### src/rtl/uart_tx_mmio.sv
// uart_tx_mmio -- memory-mapped 8N1 UART transmitter with a small transmit FIFO.
//
// Register window (decoded on addr[3:2]):
//   0 TXDATA  write pushes wd[7:0] into the FIFO, reads return 0
//   1 STATUS  read: bit0 busy, bit1 full, bit2 empty, bits[7:3] count,
//             bit8 overflow (sticky); write with wd[8]=1 clears overflow
//   2,3       reserved: reads 0, writes ignored
//
// Ports:
//   clk   system clock, all state updates on the rising edge
//   rst   synchronous active-high reset
//   en    peripheral select from address decode
//   we    write enable, qualified by en
//   addr  byte offset within the UART window
//   wd    write data
//   rd    combinational read data (0 unless en=1 and we=0)
//   tx    registered serial output, idle high
module uart_tx_mmio #(
  parameter int CLK_DIV    = 16,
  parameter int FIFO_DEPTH = 4
) (
  input  logic        clk,
  input  logic        rst,
  input  logic        en,
  input  logic        we,
  input  logic [3:0]  addr,
  input  logic [31:0] wd,
  output logic [31:0] rd,
  output logic        tx
);

  localparam int          PW       = (FIFO_DEPTH > 1) ? $clog2(FIFO_DEPTH) : 1;
  localparam int          CW       = PW + 1;
  localparam logic [15:0] BAUD_MAX = 16'(CLK_DIV - 1);

  typedef enum logic [1:0] {
    IDLE,
    START,
    DATA,
    STOP
  } state_t;

  state_t          r_state;
  logic [15:0]     r_baud;
  logic [2:0]      r_bit;
  logic [7:0]      r_shift;
  logic            r_tx;

  logic [7:0]      r_mem [FIFO_DEPTH];
  logic [PW-1:0]   r_wptr;
  logic [PW-1:0]   r_rptr;
  logic [CW-1:0]   r_count;
  logic            r_ovf;

  logic            w_wr_acc;
  logic            w_rd_acc;
  logic            w_sel_tx;
  logic            w_sel_st;
  logic            w_empty;
  logic            w_full;
  logic            w_baud_end;
  logic            w_pop;
  logic            w_push_req;
  logic            w_push;
  logic            w_drop;
  logic [2:0]      w_next_bit;
  logic [31:0]     w_status;
  logic            w_unused;

  assign w_wr_acc   = en & we;
  assign w_rd_acc   = en & ~we;
  assign w_sel_tx   = (addr[3:2] == 2'd0);
  assign w_sel_st   = (addr[3:2] == 2'd1);
  assign w_empty    = (r_count == '0);
  assign w_full     = (r_count == CW'(FIFO_DEPTH));
  assign w_baud_end = (r_baud == BAUD_MAX);
  assign w_next_bit = r_bit + 3'd1;

  // The FSM takes the head either from IDLE or at the very end of STOP, so
  // back-to-back frames have no idle gap.
  assign w_pop = ~w_empty & ((r_state == IDLE) | ((r_state == STOP) & w_baud_end));

  // A pop on the same edge frees a slot, so a push to a full FIFO still lands.
  assign w_push_req = w_wr_acc & w_sel_tx;
  assign w_push     = w_push_req & (~w_full | w_pop);
  assign w_drop     = w_push_req & w_full & ~w_pop;

  assign w_status = {23'd0, r_ovf, 5'(r_count), w_empty, w_full, (r_state != IDLE)};

  assign w_unused = &{1'b0, wd[31:9], addr[1:0]};

  always_comb begin
    rd = '0;
    if (w_rd_acc && w_sel_st) begin
      rd = w_status;
    end
  end

  assign tx = r_tx;

  // Transmit FIFO and sticky overflow flag.
  always_ff @(posedge clk) begin
    if (rst) begin
      r_wptr  <= '0;
      r_rptr  <= '0;
      r_count <= '0;
      r_ovf   <= 1'b0;
    end else begin
      if (w_push) begin
        r_mem[r_wptr] <= wd[7:0];
        r_wptr        <= r_wptr + 1'b1;
      end
      if (w_pop) begin
        r_rptr <= r_rptr + 1'b1;
      end
      case ({w_push, w_pop})
        2'b10:   r_count <= r_count + 1'b1;
        2'b01:   r_count <= r_count - 1'b1;
        default: r_count <= r_count;
      endcase
      if (w_drop) begin
        r_ovf <= 1'b1;
      end else if (w_wr_acc && w_sel_st && wd[8]) begin
        r_ovf <= 1'b0;
      end
    end
  end

  // Serial framing FSM; tx is registered and changes only on state/bit steps.
  always_ff @(posedge clk) begin
    if (rst) begin
      r_state <= IDLE;
      r_tx    <= 1'b1;
      r_baud  <= '0;
      r_bit   <= '0;
      r_shift <= '0;
    end else begin
      case (r_state)
        IDLE: begin
          r_baud <= '0;
          r_bit  <= '0;
          r_tx   <= 1'b1;
          if (w_pop) begin
            r_shift <= r_mem[r_rptr];
            r_state <= START;
            r_tx    <= 1'b0;
          end
        end
        START: begin
          if (w_baud_end) begin
            r_baud  <= '0;
            r_bit   <= '0;
            r_state <= DATA;
            r_tx    <= r_shift[0];
          end else begin
            r_baud <= r_baud + 16'd1;
          end
        end
        DATA: begin
          if (w_baud_end) begin
            r_baud <= '0;
            if (r_bit == 3'd7) begin
              r_bit   <= '0;
              r_state <= STOP;
              r_tx    <= 1'b1;
            end else begin
              r_bit <= w_next_bit;
              r_tx  <= r_shift[w_next_bit];
            end
          end else begin
            r_baud <= r_baud + 16'd1;
          end
        end
        STOP: begin
          if (w_baud_end) begin
            r_baud <= '0;
            if (w_pop) begin
              r_shift <= r_mem[r_rptr];
              r_state <= START;
              r_tx    <= 1'b0;
            end else begin
              r_state <= IDLE;
              r_tx    <= 1'b1;
            end
          end else begin
            r_baud <= r_baud + 16'd1;
          end
        end
        default: begin
          r_state <= IDLE;
          r_tx    <= 1'b1;
          r_baud  <= '0;
          r_bit   <= '0;
        end
      endcase
    end
  end

endmodule

### config.mk
export PLATFORM = sky130hd
export DESIGN_NAME = uart_tx_mmio
export DESIGN_NICKNAME = d
export VERILOG_FILES = /design/src/rtl/uart_tx_mmio.sv
export SDC_FILE = /design/constraint.sdc
export NUM_CORES = 1
export LEC_CHECK = 0
export ABC_AREA = 1
export BUFFER_PORTS_ARGS = -buffer_cell sky130_fd_sc_hd__buf_2
export CORE_ASPECT_RATIO = 0.8
export CORE_MARGIN = 1.5
export CORE_UTILIZATION = 48
export CTS_CLUSTER_SIZE = 30
export DETAILED_ROUTE_END_ITERATION = 8
export GPL_TIMING_DRIVEN = 0
export PLACE_DENSITY = 0.71
export SLEW_MARGIN = 20
export SYNTH_ARGS = -nofsm -noshare
export SYNTH_HDL_FRONTEND = slang
export SYNTH_SLANG_ARGS = --single-unit
### constraint.sdc
create_clock -name clk -period 3.52 [get_ports clk]
set_input_delay 0.704 -clock clk [delete_from_list [all_inputs] [get_ports clk]]
set_output_delay 0.704 -clock clk [all_outputs]
set_load 0.1 [all_outputs]
### Yosys cells after proc, flatten, opt, wreduce, memory -nomap -nowiden

Memory sizes are Yosys's and may differ from the RTL's. A register that Yosys moved wholly into a read port is not among the register bits.
Index checks and enable logic that the tools add are counted.

* mux-type cells: 33
* magnitude comparators: 1
* add/subtract/negate cells: 6
* equal/unequal tests: 14
* bitwise operators: 14
* reductions and logical operators: 16

Operators with widths (count)
* 16-bit one-hot mux with 2 select lines: 1
* 16-bit by 1-bit adder with 16-bit output, second input constant: 1
* 16-bit by 4-bit equality test with 1-bit output, second input constant: 1
* 16-bit 2-to-1 mux: 1
* 8-bit 2-to-1 mux: 2
* 8-bit one-hot mux with 2 select lines: 1
* 2-bit 2-to-1 mux: 7
* 1-bit 2-to-1 mux: 12
* 2-bit inequality test, second input constant: 5
* 3-bit 2-to-1 mux: 3
* 9-bit 2-to-1 mux: 1
* 3-bit one-hot mux with 3 select lines: 1
* 1-bit bitwise AND: 8
* 2-bit one-hot mux with 4 select lines: 1
* 2-bit nonzero test: 4
* 3-bit by 1-bit adder with 3-bit output, second input constant: 2
* 2-bit by 1-bit equality test with 1-bit output, second input constant: 3
* 2-bit equality test, second input constant: 3
* 3-bit equality test, second input constant: 2
* 3-bit one-hot mux with 2 select lines: 1
* 3-bit AND reduction: 2
* 5-bit AND reduction: 1
* 2-bit by 1-bit adder with 2-bit output, second input constant: 2
* 2-bit zero test: 2
* other kinds (11): 17

* output and inout bits: 33
* memory bits (writable): 32
* bits in registers: 38
* input port bits: 40
* logic and storage cells: 94
* memories kept: 1

Memories
* r_mem: words 4, width 8, rd ports 1, clocked after Yosys merged registers in 1, write ports 1, RTL line 49 `logic [7:0] r_mem [FIFO_DEPTH];`

### Longest topological paths before layout

* word-level depth: 9
* mapped depth: 15

### Worst setup path before layout

Ideal clock, no wire load.

* kind: input-to-output
* start point: input addr[2]
* end point: output rd[0]
* slack: 512 ps
* required time: 2816 ps
* cell stages on the path: 4
* arrival: 2304 ps
* cells stage by stage: inv_1 nor2_1 nand3b_1 nor2_1

* cells in the longest elaborated chain, start to end: 3

Ends and longest elaborated chain
* start, declared: RTL line 26 `input logic [3:0] addr,`
* 2-bit by 1-bit equality test with 1-bit output: RTL line 73 `assign w_sel_st = (addr[3:2] == 2'd1);`
* 1-bit logical AND: RTL line 94 `if (w_rd_acc && w_sel_st) begin`
* 9-bit 2-to-1 mux: RTL line 94
* end, declared: RTL line 28 `output logic [31:0] rd,`

No other way between the ends.

### Final worst setup path

* start point: register r_state[0]
* end point: register r_count[2]

* cells in the longest elaborated chain, start to end: 8

Ends and longest elaborated chain
* start, declared: RTL line 43 `state_t r_state;`
* start signal, assigned: RTL line 132 `r_state <= IDLE;`
* start signal, assigned: RTL line 145 `r_state <= START;`
* start signal, assigned: RTL line 153 `r_state <= DATA;`
* 2-bit equality test: RTL line 81 `assign w_pop = ~w_empty & ((r_state == IDLE) | ((r_state == STOP) & w_baud_end));`
* 1-bit bitwise AND: RTL line 81
* 1-bit bitwise OR (*): RTL line 81
* 1-bit bitwise AND (*): RTL line 81
* 1-bit bitwise OR: RTL line 85 `assign w_push = w_push_req & (~w_full | w_pop);`
* 1-bit bitwise AND: RTL line 85
* 2-bit by 1-bit equality test with 1-bit output / 2-bit equality test (equally long branches): RTL line 116 `case ({w_push, w_pop})`
* 3-bit one-hot mux with 2 select lines / 2-bit nonzero test (equally long branches)
* end signal, assigned: RTL line 117 `2'b10: r_count <= r_count + 1'b1;`
* end signal, assigned: RTL line 118 `2'b01: r_count <= r_count - 1'b1;`
* end signal, assigned: RTL line 119 `default: r_count <= r_count;`
* end, declared: RTL line 52 `logic [CW-1:0] r_count;`

Mark *: on every way between the ends. The rest lies on a longest branch, timed or not.
A chain may end at the register's enable or synchronous reset.

==> metrics.txt <==
nets=507; synth unique cells=42; CP dominant cell by count=nand2_4; Post-Route Setup TNS=0 ps; initial core utilization=0.505; routability cong.=0.801; Core Region=6990 sq um; CP Data Arrival Time=2750 ps; Least-Margin Pin Slew=840 ps; FP Rows=27; Startpoint Class=register; multi-input logic area=1470 sq um; Max Root-Sink Buffers=2; Die X=98.9 um; hold crit path type=reg -> reg; Yosys warning total=0; global-route wire length before repair=10,600 um; Clk network pwr share=0.280; Residual DRC=4; Total GRT Usage=0.177; dpl hpwl=4540 um; sequential fraction of design power=0.374; Worst path slowest cell=dfxtp_1; Sw Share=0.384; Via Count=2,628; final worst-path cycle share=0.710; H-Tree Level Count=3; Syn Inst Count=396; FMAX=400 MHz; cells along the critical path=inv_1, ha_1, o21a_1, nand2_4, nand2_4, nand2_4, ha_1, inv_1, fa_1, a21oi_1, o21ai_0, o21ai_0, a21oi_1; worst path required time=3770 ps; status=complete, but fails checks; Async SR Flop Fraction=0; I/O pin count=73; CP max stage delay=420 ps; share of power burned in combinational logic=0.346; Top delay family on crit path=adder cells; Yosys reg bits=72; Post-synth EDFFs=32; top cells by count, synth=nor2_1 (65), nand2_1 (58), dfxtp_1 (40), inv_1 (40), edfxtp_1 (32); Hold Vio Cnt, Final=0; Reg clk slew, reported paths=80 ps; post-CTS setup buffer count=0; DR WL/cell=11.7 um; hold_buf cts=0; Power Dens Cells=669 nW/um^2; fill cell count=607; Root Driver=clkbuf_8; die area=7880 sq um; initial antenna violation count=0; sw power=0.00105 W; mapped cell area=3530 sq um; drt total wl=6400 um; share of layout cells above drive strength 1=0.203; grt peak-use layer=met2; post-synth top area cell=edfxtp_1; Seq/Total Area, Yosys=0.499; CTS Sinks=72; Crit Path Class=reg -> reg; Overflow after GRT=0; Crit Path Max Fanout=5; most frequent cell after synthesis=nor2_1; clock period minus worst slack=2500 ps; Max-cap violations=0; clk_skew=11.8 ps; Clk Latency, worst-skew pair=360 ps; largest net degree at the start of global routing=15; vias in the first global route=2,376; RSZ-0062 raised after global routing=false; GR Layer Usage met3=0.0622; Antenna Cells=0; share of the synthesized area in the top cell type=0.272; TritonCTS buffer count=9; met1 track demand over resource=0.216; register area=1760 sq um; fin util=0.583; Final ANT Viol Nets=0; Top FF cell, synth=dfxtp_1; Slew headroom=0.438; buffers added on ports=22; Die Ht=79.7 um; violated checks=DRC; 1st-pass router iterations=6; Synth area leaders=edfxtp_1 (27%), dfxtp_1 (23%), nor2_1 (6.9%); met2 usage=0.286; syn_area_per_cell=8.92 sq um; # setup viols final=0; CTS tree=built; Initial DRC Count=160; detailed-route vias per instance=4.82; Peak VDD IR=0.316 mV; Syn-to-layout area delta=15.4%; Int Power=0.00168 W; Gates resized, CTS repair=0; CP bufs+invs=2; fin. max-slew vios=0; CP Capture Type=register; Leak Pwr=1.67 nW
## power by group through the flow
stage               Sequential (W)  Combinational, W  Clock, W
global route               0.00103           0.00106  0.000815
detailed placement         0.00104          0.000933         0
finish                     0.00102          0.000942  0.000764
CTS                        0.00102          0.000940  0.000785
global placement           0.00104          0.000909         0
floorplan                  0.00105          0.000741         0
## metal layers
metal | routed length, um | share of wire | vias to the layer above
met1 | 3010 | 0.47 | 1187
met5 | 0 | 0 | -
li1 | - | - | 1367
met3 | 358 | 0.056 | 6
met4 | 74 | 0.012 | 0
met2 | 2950 | 0.46 | 68
## per-stage QoR
stage | total power [W] | cells | area (sq um) | hold slack (ps) | setup slack, ps
5_1_grt | 0.00291 | 545 | 4080 | 484 | 791
3_3_place_gp | 0.00195 | 529 | 3840 | 431 | 1050
4_1_cts | 0.00274 | 545 | 4080 | 455 | 1010
2_1_floorplan | 0.00179 | 420 | 3620 | 418 | 512
3_5_place_dp | 0.00197 | 529 | 3840 | 440 | 965
6_report | 0.00273 | 545 | 4080 | 450 | 1020
## flip-flops by register name, summed over array words and instances, names as in the netlist, named ones only
name / flops
r_rptr: 2
r_state: 2
tx: 1
r_mem: 32
r_bit: 3
r_wptr: 2
r_shift: 8
r_count: 3
r_baud: 16
r_ovf: 1
## final cells by class
cell class	instances	share of cell area
flip-flops and latches	72	0.432
clock buffers	10	0.0338
well taps	87	0.0267
multi-input cells	272	0.360
plain buffers	31	0.0531
inverters	45	0.0430
repair buffers	22	0.0270
clock inverters	6	0.0239
## worst paths after layout
path / to / slack (ps) / cells past startpoint / from
min reg2reg: r_baud[0] / 450 / 1 / r_baud[0]
max reg2reg: r_count[2] / 1020 / 13 / r_state[0]
min: r_baud[0] / 450 / 1 / r_baud[0]
max: r_count[2] / 1020 / 13 / r_state[0]
## cells by family after synthesis
family | synth area share
AOI/OAI and AO/OA | 0.109
other | 0.00106
and+or+nand+nor | 0.221
xor gates and xnor gates | 0.00744
adders and majority gates | 0.0517
DFF | 0.499
buffers and inverters | 0.111
## layout by cell type, fill, tap and decap left out, types with 3 or more instances in the layout
cell type and instances:
a21oi_1 27, buf_2 24, buf_4 26, clkbuf_1 3
clkbuf_8 10, conb_1 25, dfxtp_1 40, edfxtp_1 32
ha_1 13, inv_1 40, inv_6 3, nand2_1 58
nand2_2 6, nand2_4 4, nand3_1 12, nor2_1 65
nor3_1 4, o21a_1 3, o21ai_0 21, o21bai_1 3
o32ai_1 8
Note: power is estimated with default switching activity, not from simulation.
